**src/rtl/cpu_defs_pkg.sv**
```systemverilog
// Shared definitions for the control sequencer: opcodes, T-state encoding,
// instruction classes and the packed control-strobe bundle.
package cpu_defs;

    localparam int OPW = 5;
    localparam int IRW = 32;

    localparam logic [OPW-1:0] OP_LD     = 5'd0;
    localparam logic [OPW-1:0] OP_LDI    = 5'd1;
    localparam logic [OPW-1:0] OP_ST     = 5'd2;
    localparam logic [OPW-1:0] OP_ADD    = 5'd3;
    localparam logic [OPW-1:0] OP_SUB    = 5'd4;
    localparam logic [OPW-1:0] OP_AND    = 5'd5;
    localparam logic [OPW-1:0] OP_OR     = 5'd6;
    localparam logic [OPW-1:0] OP_SHR    = 5'd7;
    localparam logic [OPW-1:0] OP_SHRA   = 5'd8;
    localparam logic [OPW-1:0] OP_SHL    = 5'd9;
    localparam logic [OPW-1:0] OP_ROR    = 5'd10;
    localparam logic [OPW-1:0] OP_ROL    = 5'd11;
    localparam logic [OPW-1:0] OP_ADDI   = 5'd12;
    localparam logic [OPW-1:0] OP_ANDI   = 5'd13;
    localparam logic [OPW-1:0] OP_ORI    = 5'd14;
    localparam logic [OPW-1:0] OP_MUL    = 5'd15;
    localparam logic [OPW-1:0] OP_DIV    = 5'd16;
    localparam logic [OPW-1:0] OP_NEG    = 5'd17;
    localparam logic [OPW-1:0] OP_NOT    = 5'd18;
    localparam logic [OPW-1:0] OP_BRANCH = 5'd19;
    localparam logic [OPW-1:0] OP_JR     = 5'd20;
    localparam logic [OPW-1:0] OP_JAL    = 5'd21;
    localparam logic [OPW-1:0] OP_IN     = 5'd22;
    localparam logic [OPW-1:0] OP_OUT    = 5'd23;
    localparam logic [OPW-1:0] OP_MFHI   = 5'd24;
    localparam logic [OPW-1:0] OP_MFLO   = 5'd25;
    localparam logic [OPW-1:0] OP_NOP    = 5'd26;
    localparam logic [OPW-1:0] OP_HALT   = 5'd27;

    // T-states are consecutive so the sequencer can step by +1.
    typedef enum logic [3:0] {
        S_RST, S_T0, S_T1, S_T2, S_T3, S_T4, S_T5, S_T6, S_T7, S_HALTED
    } state_e;

    // Opcodes that share an execute sequence are grouped into one class.
    typedef enum logic [3:0] {
        C_ALU3, C_IMM, C_MULDIV, C_UNARY, C_LD, C_LDI, C_ST, C_BRANCH,
        C_JR, C_JAL, C_MFHI, C_MFLO, C_IN, C_OUT, C_NOP, C_HALT
    } iclass_e;

    typedef struct packed {
        logic           run;
        logic [OPW-1:0] alu_opcode;
        logic           inc_pc;
        logic           br_flag;
        logic           pc_out;
        logic           mdr_out;
        logic           zhi_out;
        logic           zlo_out;
        logic           hi_out;
        logic           lo_out;
        logic           inport_out;
        logic           c_out;
        logic           pc_in;
        logic           mar_in;
        logic           mdr_in;
        logic           ir_in;
        logic           y_in;
        logic           z_in;
        logic           hi_in;
        logic           lo_in;
        logic           con_in;
        logic           outport_in;
        logic           gra;
        logic           grb;
        logic           grc;
        logic           r_in;
        logic           r_out;
        logic           ba_out;
        logic           read;
        logic           write;
    } ctrl_t;

    function automatic iclass_e op_class(input logic [OPW-1:0] op);
        iclass_e c;
        c = C_NOP;  // undefined opcodes behave as NOP
        case (op)
            OP_ADD, OP_SUB, OP_AND, OP_OR, OP_SHR, OP_SHRA,
            OP_SHL, OP_ROR, OP_ROL:         c = C_ALU3;
            OP_ADDI, OP_ANDI, OP_ORI:       c = C_IMM;
            OP_MUL, OP_DIV:                 c = C_MULDIV;
            OP_NEG, OP_NOT:                 c = C_UNARY;
            OP_LD:                          c = C_LD;
            OP_LDI:                         c = C_LDI;
            OP_ST:                          c = C_ST;
            OP_BRANCH:                      c = C_BRANCH;
            OP_JR:                          c = C_JR;
            OP_JAL:                         c = C_JAL;
            OP_MFHI:                        c = C_MFHI;
            OP_MFLO:                        c = C_MFLO;
            OP_IN:                          c = C_IN;
            OP_OUT:                         c = C_OUT;
            OP_HALT:                        c = C_HALT;
            default:                        c = C_NOP;
        endcase
        return c;
    endfunction

    // Final execute T-state of each class; the edge leaving it ends the instruction.
    function automatic state_e last_tstate(input iclass_e c);
        state_e s;
        s = S_T3;
        case (c)
            C_ALU3, C_IMM, C_LDI: s = S_T5;
            C_MULDIV, C_BRANCH:   s = S_T6;
            C_UNARY, C_JAL:       s = S_T4;
            C_LD, C_ST:           s = S_T7;
            default:              s = S_T3;
        endcase
        return s;
    endfunction

endpackage

```
**src/rtl/control_sequencer_decode.sv**
```systemverilog
// Purely combinational strobe decode from (T-state, opcode, con_ff).
module control_decode
    import cpu_defs::*;
(
    input  state_e         state_i,
    input  logic [OPW-1:0] opcode_i,
    input  logic           con_ff_i,
    output ctrl_t          ctrl_o
);

    iclass_e cls;
    assign cls = op_class(opcode_i);

    // Strobe decode: everything idle unless the current step names it.
    always_comb begin
        // NOTE: every output gets a default before the case so no path can infer a latch.
        ctrl_o = '0;
        if (state_i inside {S_T0, S_T1, S_T2, S_T3, S_T4, S_T5, S_T6, S_T7}) begin
            ctrl_o.run        = 1'b1;
            ctrl_o.alu_opcode = OP_NOP;
        end
        case (state_i)
            S_T0: begin
                ctrl_o.pc_out = 1'b1; ctrl_o.mar_in = 1'b1;
                ctrl_o.inc_pc = 1'b1; ctrl_o.pc_in  = 1'b1;
            end
            S_T1: begin
                ctrl_o.read = 1'b1; ctrl_o.mdr_in = 1'b1;
            end
            S_T2: begin
                ctrl_o.mdr_out = 1'b1; ctrl_o.ir_in = 1'b1;
            end
            S_T3: begin
                case (cls)
                    C_ALU3, C_IMM: begin
                        ctrl_o.grb = 1'b1; ctrl_o.r_out = 1'b1; ctrl_o.y_in = 1'b1;
                    end
                    C_MULDIV: begin
                        ctrl_o.gra = 1'b1; ctrl_o.r_out = 1'b1; ctrl_o.y_in = 1'b1;
                    end
                    C_UNARY: begin
                        ctrl_o.grb = 1'b1; ctrl_o.r_out = 1'b1;
                        ctrl_o.alu_opcode = opcode_i; ctrl_o.z_in = 1'b1;
                    end
                    C_LD, C_LDI, C_ST: begin
                        ctrl_o.grb = 1'b1; ctrl_o.ba_out = 1'b1; ctrl_o.y_in = 1'b1;
                    end
                    C_BRANCH: begin
                        ctrl_o.gra = 1'b1; ctrl_o.r_out = 1'b1; ctrl_o.con_in = 1'b1;
                    end
                    C_JR: begin
                        ctrl_o.gra = 1'b1; ctrl_o.r_out = 1'b1; ctrl_o.pc_in = 1'b1;
                    end
                    C_JAL: begin
                        ctrl_o.pc_out = 1'b1; ctrl_o.grb = 1'b1; ctrl_o.r_in = 1'b1;
                    end
                    C_MFHI: begin
                        ctrl_o.hi_out = 1'b1; ctrl_o.gra = 1'b1; ctrl_o.r_in = 1'b1;
                    end
                    C_MFLO: begin
                        ctrl_o.lo_out = 1'b1; ctrl_o.gra = 1'b1; ctrl_o.r_in = 1'b1;
                    end
                    C_IN: begin
                        ctrl_o.inport_out = 1'b1; ctrl_o.gra = 1'b1; ctrl_o.r_in = 1'b1;
                    end
                    C_OUT: begin
                        ctrl_o.gra = 1'b1; ctrl_o.r_out = 1'b1; ctrl_o.outport_in = 1'b1;
                    end
                    default: ;
                endcase
            end
            S_T4: begin
                case (cls)
                    C_ALU3: begin
                        ctrl_o.grc = 1'b1; ctrl_o.r_out = 1'b1;
                        ctrl_o.alu_opcode = opcode_i; ctrl_o.z_in = 1'b1;
                    end
                    C_IMM: begin
                        ctrl_o.c_out = 1'b1; ctrl_o.alu_opcode = opcode_i; ctrl_o.z_in = 1'b1;
                    end
                    C_MULDIV: begin
                        ctrl_o.grb = 1'b1; ctrl_o.r_out = 1'b1;
                        ctrl_o.alu_opcode = opcode_i; ctrl_o.z_in = 1'b1;
                    end
                    C_UNARY: begin
                        ctrl_o.zlo_out = 1'b1; ctrl_o.gra = 1'b1; ctrl_o.r_in = 1'b1;
                    end
                    C_LD, C_LDI, C_ST: begin
                        ctrl_o.c_out = 1'b1; ctrl_o.alu_opcode = OP_ADD; ctrl_o.z_in = 1'b1;
                    end
                    C_BRANCH: begin
                        ctrl_o.pc_out = 1'b1; ctrl_o.y_in = 1'b1;
                    end
                    C_JAL: begin
                        ctrl_o.gra = 1'b1; ctrl_o.r_out = 1'b1; ctrl_o.pc_in = 1'b1;
                    end
                    default: ;
                endcase
            end
            S_T5: begin
                case (cls)
                    C_ALU3, C_IMM, C_LDI: begin
                        ctrl_o.zlo_out = 1'b1; ctrl_o.gra = 1'b1; ctrl_o.r_in = 1'b1;
                    end
                    C_MULDIV: begin
                        ctrl_o.zlo_out = 1'b1; ctrl_o.lo_in = 1'b1;
                    end
                    C_LD, C_ST: begin
                        ctrl_o.zlo_out = 1'b1; ctrl_o.mar_in = 1'b1;
                    end
                    C_BRANCH: begin
                        ctrl_o.c_out = 1'b1; ctrl_o.alu_opcode = OP_ADD; ctrl_o.z_in = 1'b1;
                        ctrl_o.br_flag = con_ff_i;
                    end
                    default: ;
                endcase
            end
            S_T6: begin
                case (cls)
                    C_MULDIV: begin
                        ctrl_o.zhi_out = 1'b1; ctrl_o.hi_in = 1'b1;
                    end
                    C_LD: begin
                        ctrl_o.read = 1'b1; ctrl_o.mdr_in = 1'b1;
                    end
                    C_ST: begin
                        ctrl_o.gra = 1'b1; ctrl_o.r_out = 1'b1; ctrl_o.mdr_in = 1'b1;
                    end
                    C_BRANCH: begin
                        // The branch target in Z is taken only when the condition holds.
                        ctrl_o.pc_in   = con_ff_i;
                        ctrl_o.zlo_out = con_ff_i;
                        ctrl_o.br_flag = con_ff_i;
                    end
                    default: ;
                endcase
            end
            S_T7: begin
                case (cls)
                    C_LD: begin
                        ctrl_o.mdr_out = 1'b1; ctrl_o.gra = 1'b1; ctrl_o.r_in = 1'b1;
                    end
                    C_ST: begin
                        ctrl_o.write = 1'b1;
                    end
                    default: ;
                endcase
            end
            default: ;
        endcase
    end

endmodule

```
**src/rtl/control_sequencer.sv**
```systemverilog
// Multi-cycle control sequencer: T-state register, next-state logic and
// fan-out of the decoded strobe bundle onto the datapath control pins.
module control_sequencer
    import cpu_defs::*;
#(
    parameter int OPW = 5,
    parameter int IRW = 32
) (
    input  logic           clk,
    input  logic           clr,
    input  logic [IRW-1:0] ir,
    input  logic           con_ff,
    input  logic           stop,
    output logic           run,
    output logic [OPW-1:0] alu_opcode,
    output logic           inc_pc,
    output logic           br_flag,
    output logic           pc_out,
    output logic           mdr_out,
    output logic           zhi_out,
    output logic           zlo_out,
    output logic           hi_out,
    output logic           lo_out,
    output logic           inport_out,
    output logic           c_out,
    output logic           pc_in,
    output logic           mar_in,
    output logic           mdr_in,
    output logic           ir_in,
    output logic           y_in,
    output logic           z_in,
    output logic           hi_in,
    output logic           lo_in,
    output logic           con_in,
    output logic           outport_in,
    output logic           gra,
    output logic           grb,
    output logic           grc,
    output logic           r_in,
    output logic           r_out,
    output logic           ba_out,
    output logic           read,
    output logic           write
);

    state_e         state_q, state_d;
    logic [OPW-1:0] opcode;
    iclass_e        cls;
    ctrl_t          ctrl;
    logic           ir_unused;

    assign opcode = ir[IRW-1 -: OPW];
    assign cls    = op_class(opcode);
    // Operand fields are consumed by the datapath, not by the sequencer.
    assign ir_unused = ^ir[IRW-OPW-1:0];

    // State register; clr aborts any partial instruction immediately.
    always_ff @(posedge clk or posedge clr) begin
        // NOTE: sequential state uses non-blocking assignment so every flop samples pre-edge values.
        if (clr) state_q <= S_RST;
        else     state_q <= state_d;
    end

    // Next T-state: fetch is fixed, execute length depends on the opcode class.
    always_comb begin
        state_d = state_q;
        case (state_q)
            S_RST: state_d = S_T0;
            S_T0:  state_d = S_T1;
            S_T1:  state_d = S_T2;
            S_T2:  state_d = S_T3;
            S_T3, S_T4, S_T5, S_T6, S_T7: begin
                if (state_q == last_tstate(cls)) begin
                    // Instruction end: HALT or a pending stop request parks the machine.
                    if (cls == C_HALT || stop) state_d = S_HALTED;
                    else                       state_d = S_T0;
                end else begin
                    state_d = state_e'(state_q + 4'd1);
                end
            end
            S_HALTED: state_d = S_HALTED;
            default:  state_d = S_RST;
        endcase
    end

    control_decode u_decode (
        .state_i  (state_q),
        .opcode_i (opcode),
        .con_ff_i (con_ff),
        .ctrl_o   (ctrl)
    );

    assign run        = ctrl.run;
    assign alu_opcode = ctrl.alu_opcode;
    assign inc_pc     = ctrl.inc_pc;
    assign br_flag    = ctrl.br_flag;
    assign pc_out     = ctrl.pc_out;
    assign mdr_out    = ctrl.mdr_out;
    assign zhi_out    = ctrl.zhi_out;
    assign zlo_out    = ctrl.zlo_out;
    assign hi_out     = ctrl.hi_out;
    assign lo_out     = ctrl.lo_out;
    assign inport_out = ctrl.inport_out;
    assign c_out      = ctrl.c_out;
    assign pc_in      = ctrl.pc_in;
    assign mar_in     = ctrl.mar_in;
    assign mdr_in     = ctrl.mdr_in;
    assign ir_in      = ctrl.ir_in;
    assign y_in       = ctrl.y_in;
    assign z_in       = ctrl.z_in;
    assign hi_in      = ctrl.hi_in;
    assign lo_in      = ctrl.lo_in;
    assign con_in     = ctrl.con_in;
    assign outport_in = ctrl.outport_in;
    assign gra        = ctrl.gra;
    assign grb        = ctrl.grb;
    assign grc        = ctrl.grc;
    assign r_in       = ctrl.r_in;
    assign r_out      = ctrl.r_out;
    assign ba_out     = ctrl.ba_out;
    assign read       = ctrl.read;
    assign write      = ctrl.write;

endmodule

```
**config.mk**
```make
export PLATFORM = sky130hd
export DESIGN_NAME = control_sequencer
export DESIGN_NICKNAME = d
export VERILOG_FILES = /design/src/rtl/cpu_defs_pkg.sv /design/src/rtl/control_sequencer_decode.sv /design/src/rtl/control_sequencer.sv
export SDC_FILE = /design/constraint.sdc
export NUM_CORES = 1
export LEC_CHECK = 0
export CAP_MARGIN = 0
export CORE_MARGIN = 2
export CORE_UTILIZATION = 60
export DETAILED_ROUTE_END_ITERATION = 12
export DONT_BUFFER_PORTS = 1
export GPL_TIMING_DRIVEN = 0
export PLACE_DENSITY = 0.72
export SYNTH_ARGS = -nofsm -noshare
export SYNTH_HDL_FRONTEND = slang
export SYNTH_SLANG_ARGS = --single-unit
```
**constraint.sdc**
```tcl
create_clock -name clk -period 3.2 [get_ports clk]
set_input_delay 0.48 -clock clk [delete_from_list [all_inputs] [get_ports clk]]
set_output_delay 0.48 -clock clk [all_outputs]
set_load 0.01 [all_outputs]
```
==> flow_summary.toml <==
[synthesis]
synth_fa_ha_area_share_pct = 3.71
synthDistinctLibCells = 55
synth_seq_cells = 4
synthSimpleGateAreaFrac_pct = 42.1
synth_compound_area_share_pct = 32.6
syn_area_per_cell_um2 = 6.27
synth_top_family_by_area = "simple AND/OR/NAND/NOR gates"
yosysWarningCount = 0
synth-seq-area-share_pct = 7.43
synth_flop_cell = "dfrtp_1"
syn-instance-count = 215
synth_area_um2 = 1350
synth_fp_nets = 255
muxShareOfSynthArea_pct = 2.32
synthArstFlopShare_pct = 100
synth-xor-area-share_pct = 2.60
synth_enable_flop_cells = 0

[sta]
holdWs_ns = 0.00466
finalCritPeriodShare_pct = 87.6
period_minus_slack_ns = 2.80
report.final.hold_viol_count = 0
setup_slack_ns = 0.395
drv_slew = 0
slew_headroom_pct = 67.6
worstMarginPinSlew_ns = 0.486
tns_ns = 0
maxClockFrequency_mhz = 357
final-setup-viol-count = 0
rsz0062_at_grt = "no"
fin_skew_ns = 0.00388

[floorplan]
core_um2 = 2170
initial_core_util_pct = 62.1
io_pins = 70
std_cell_rows = 17
die_x_um = 51.4
dieArea_um2 = 2640
chipHeight_um = 51.4

[clock_tree]
cts.clk_slew.worst_paths_ns = 0.04
postCtsResizedCells = 0
htreeDepth = 1
clkSinkCount = 4
root_buffer = "clkbuf_4"
cts_tree = "yes"
insertion_delay_ns = 0.25
hold_buffers = 0
postCtsSetupBuffers = 0
cts-buffers-inserted = 3
cts_max_path_buffers = 2

[global_routing]
grt_max_degree = 11
grt_antenna_before_repair = 0
grt_usage_pct = 33.0
grt_pass1_wl_um = 6800
overflow = 0
first_global_vias = 1453

[setup_path]
cpLargestDelayFamily = "compound AO/OA/AOI/OAI gates"
crit_buf_inv = 1
slowest_stage = "dfrtp_1"
arrival_ns = 2.32
cp_cell_sequence = "inv_1 -> ha_1 -> or2_2 -> o311ai_0 -> o21a_1 -> nand3_1"
r2r_cells = 7
crit_type = "reg2out"
r2r_end = "state_q[1]"
r2r_start = "state_q[1]"
cp-start-kind = "flop"
rrSetupSlack_ns = 1.14
critical_path.endpoint_type = "output port"
critPathRequiredTime_ns = 2.72
slowest_delay_ns = 0.49
cp_max_fo = 9

[place]
place_inst = 243
dpl_cell_area_um2 = 1380
place_ws_ns = 0.683
dp_hpwl_um = 3170
place.gp.congestion = 0.945
portBuffers = 0

[power_and_ir_drop]
pwr-share-comb_pct = 38.8
swShare_pct = 40.1
p_sw_mw = 0.0782
p_leak_nw = 0.571
power_density_nw_per_um2 = 139
pwr-share-seq_pct = 26.0
power.internal_mw = 0.117
max-vdd-ir-drop_uv = 208
pwr-share-clk_pct = 35.2

[final_layout]
regMostFlops = "state_q"
antenna_cells = 0
reg_top3 = "state_q (4)"
final_cell_mix = "nand2_1, nor2_1, o21ai_0, a21oi_1, nor3_1"
postLayoutCellArea_um2 = 1410
final_common_cell = "nand2_1"
largest_reg_flops = 4
n_fill_cell = 231
stdcell_count = 246
drive_above_1_share_pct = 9.63
areaGrowthSynthToFinish_pct = 4.27
nets = 260

[route]
wl_met2_um = 1990
num_vias = 1675
drt_wl_total_um = 4380
drc = 0
viasPerCell = 6.81
route.met3.wl_um = 458
drtIter0Drc = 87
wl_per_cell_um = 17.8
postRouteAntennaNets = 0
drtPass1Iterations = 4
m1WireLength_um = 1890
highest_layer = "met4"

[min_path]
hp-class = "in2async"

[run]
maxCapViolCount = 0

[run_status]
status = "complete, no violations"
[synthesized netlist by cell type, drive strengths merged (2+ instances only)]
master	count	area [µm²]
o221ai	2	17.5
nor3	11	55.1
nor3b	2	20.0
clkbuf	9	33.8
nand4	2	12.5
inv	7	26.3
a31oi	4	25.0
or2	4	25.0
mux2i	2	20.0
and3	3	18.8
o21ai	19	95.1
nand2b	5	31.3
o21a	2	15.0
a21o	2	15.0
nand3b	4	30.0
nand3	8	40.0
nand2	25	93.8
nor2	22	82.6
ha	4	50.1
and4	3	26.3
and3b	2	17.5
a221oi	2	23.8
a22oi	2	15.0
xnor2	3	26.3
a21oi	14	70.1
o211ai	2	15.0
and2	3	18.8
dfrtp	4	100
o22ai	3	18.8
buf	12	65.1
nor2b	8	50.1
o2111ai	2	17.5
[power groups by stage]
stage | clock network, mW | registers (mW) | logic, mW
after floorplan | 0 | 0.0515 | 0.0571
after global placement | 0 | 0.0515 | 0.0711
after detailed placement | 0 | 0.0515 | 0.0725
after CTS | 0.0647 | 0.0508 | 0.0728
after global routing | 0.0701 | 0.0508 | 0.0825
final | 0.0688 | 0.0508 | 0.0757
[layout make-up]
type	count	area [µm²]	share of cell area, %
multi-input combinational	183	1120	79.9
tap	28	35.0	2.49
clock buffer	3	22.5	1.60
sequential	4	100	7.12
buffer	21	98.8	7.03
inverter	7	26.3	1.87
[kinds of logic (layout without fill, tap and decap cells)]
| family | after synthesis | after routing |
|---|---|---|
| buffers and inverters | 28 | 31 |
| and+or+nand+nor | 106 | 106 |
| xor gates and xnor gates | 4 | 4 |
| AOI/OAI and AO/OA | 66 | 66 |
| DFF | 4 | 4 |
| muxes | 3 | 3 |
| adders and majority gates | 4 | 4 |
[worst max-delay path by stage]
| stage | slack (ns) | cells past startpoint | to | startpoint |
|---|---|---|---|---|
| after floorplan | 0.97 | 6 | alu_opcode[4] | state_q[1] |
| after global placement | 0.75 | 6 | alu_opcode[4] | state_q[1] |
| after CTS | 0.42 | 6 | alu_opcode[4] | state_q[1] |
| final | 0.40 | 6 | alu_opcode[4] | state_q[1] |
| after detailed placement | 0.68 | 6 | alu_opcode[4] | state_q[1] |
| after global routing | 0.22 | 6 | alu_opcode[4] | state_q[1] |
[stage by stage]
stage	util (%)	power [mW]
after detailed placement	63.7	0.124
after global routing	64.8	0.203
final	64.8	0.195
after global placement	63.7	0.123
after CTS	64.8	0.188
after floorplan	-	0.109
[metal layers]
metal  track usage [%]  vias to the layer above
met3              3.80                        5
met2              53.2                       99
met4              7.02                        0
met1              47.0                      779
li1                  -                      792
met5                 0                        -
Note: power is estimated with default switching activity, not from simulation.
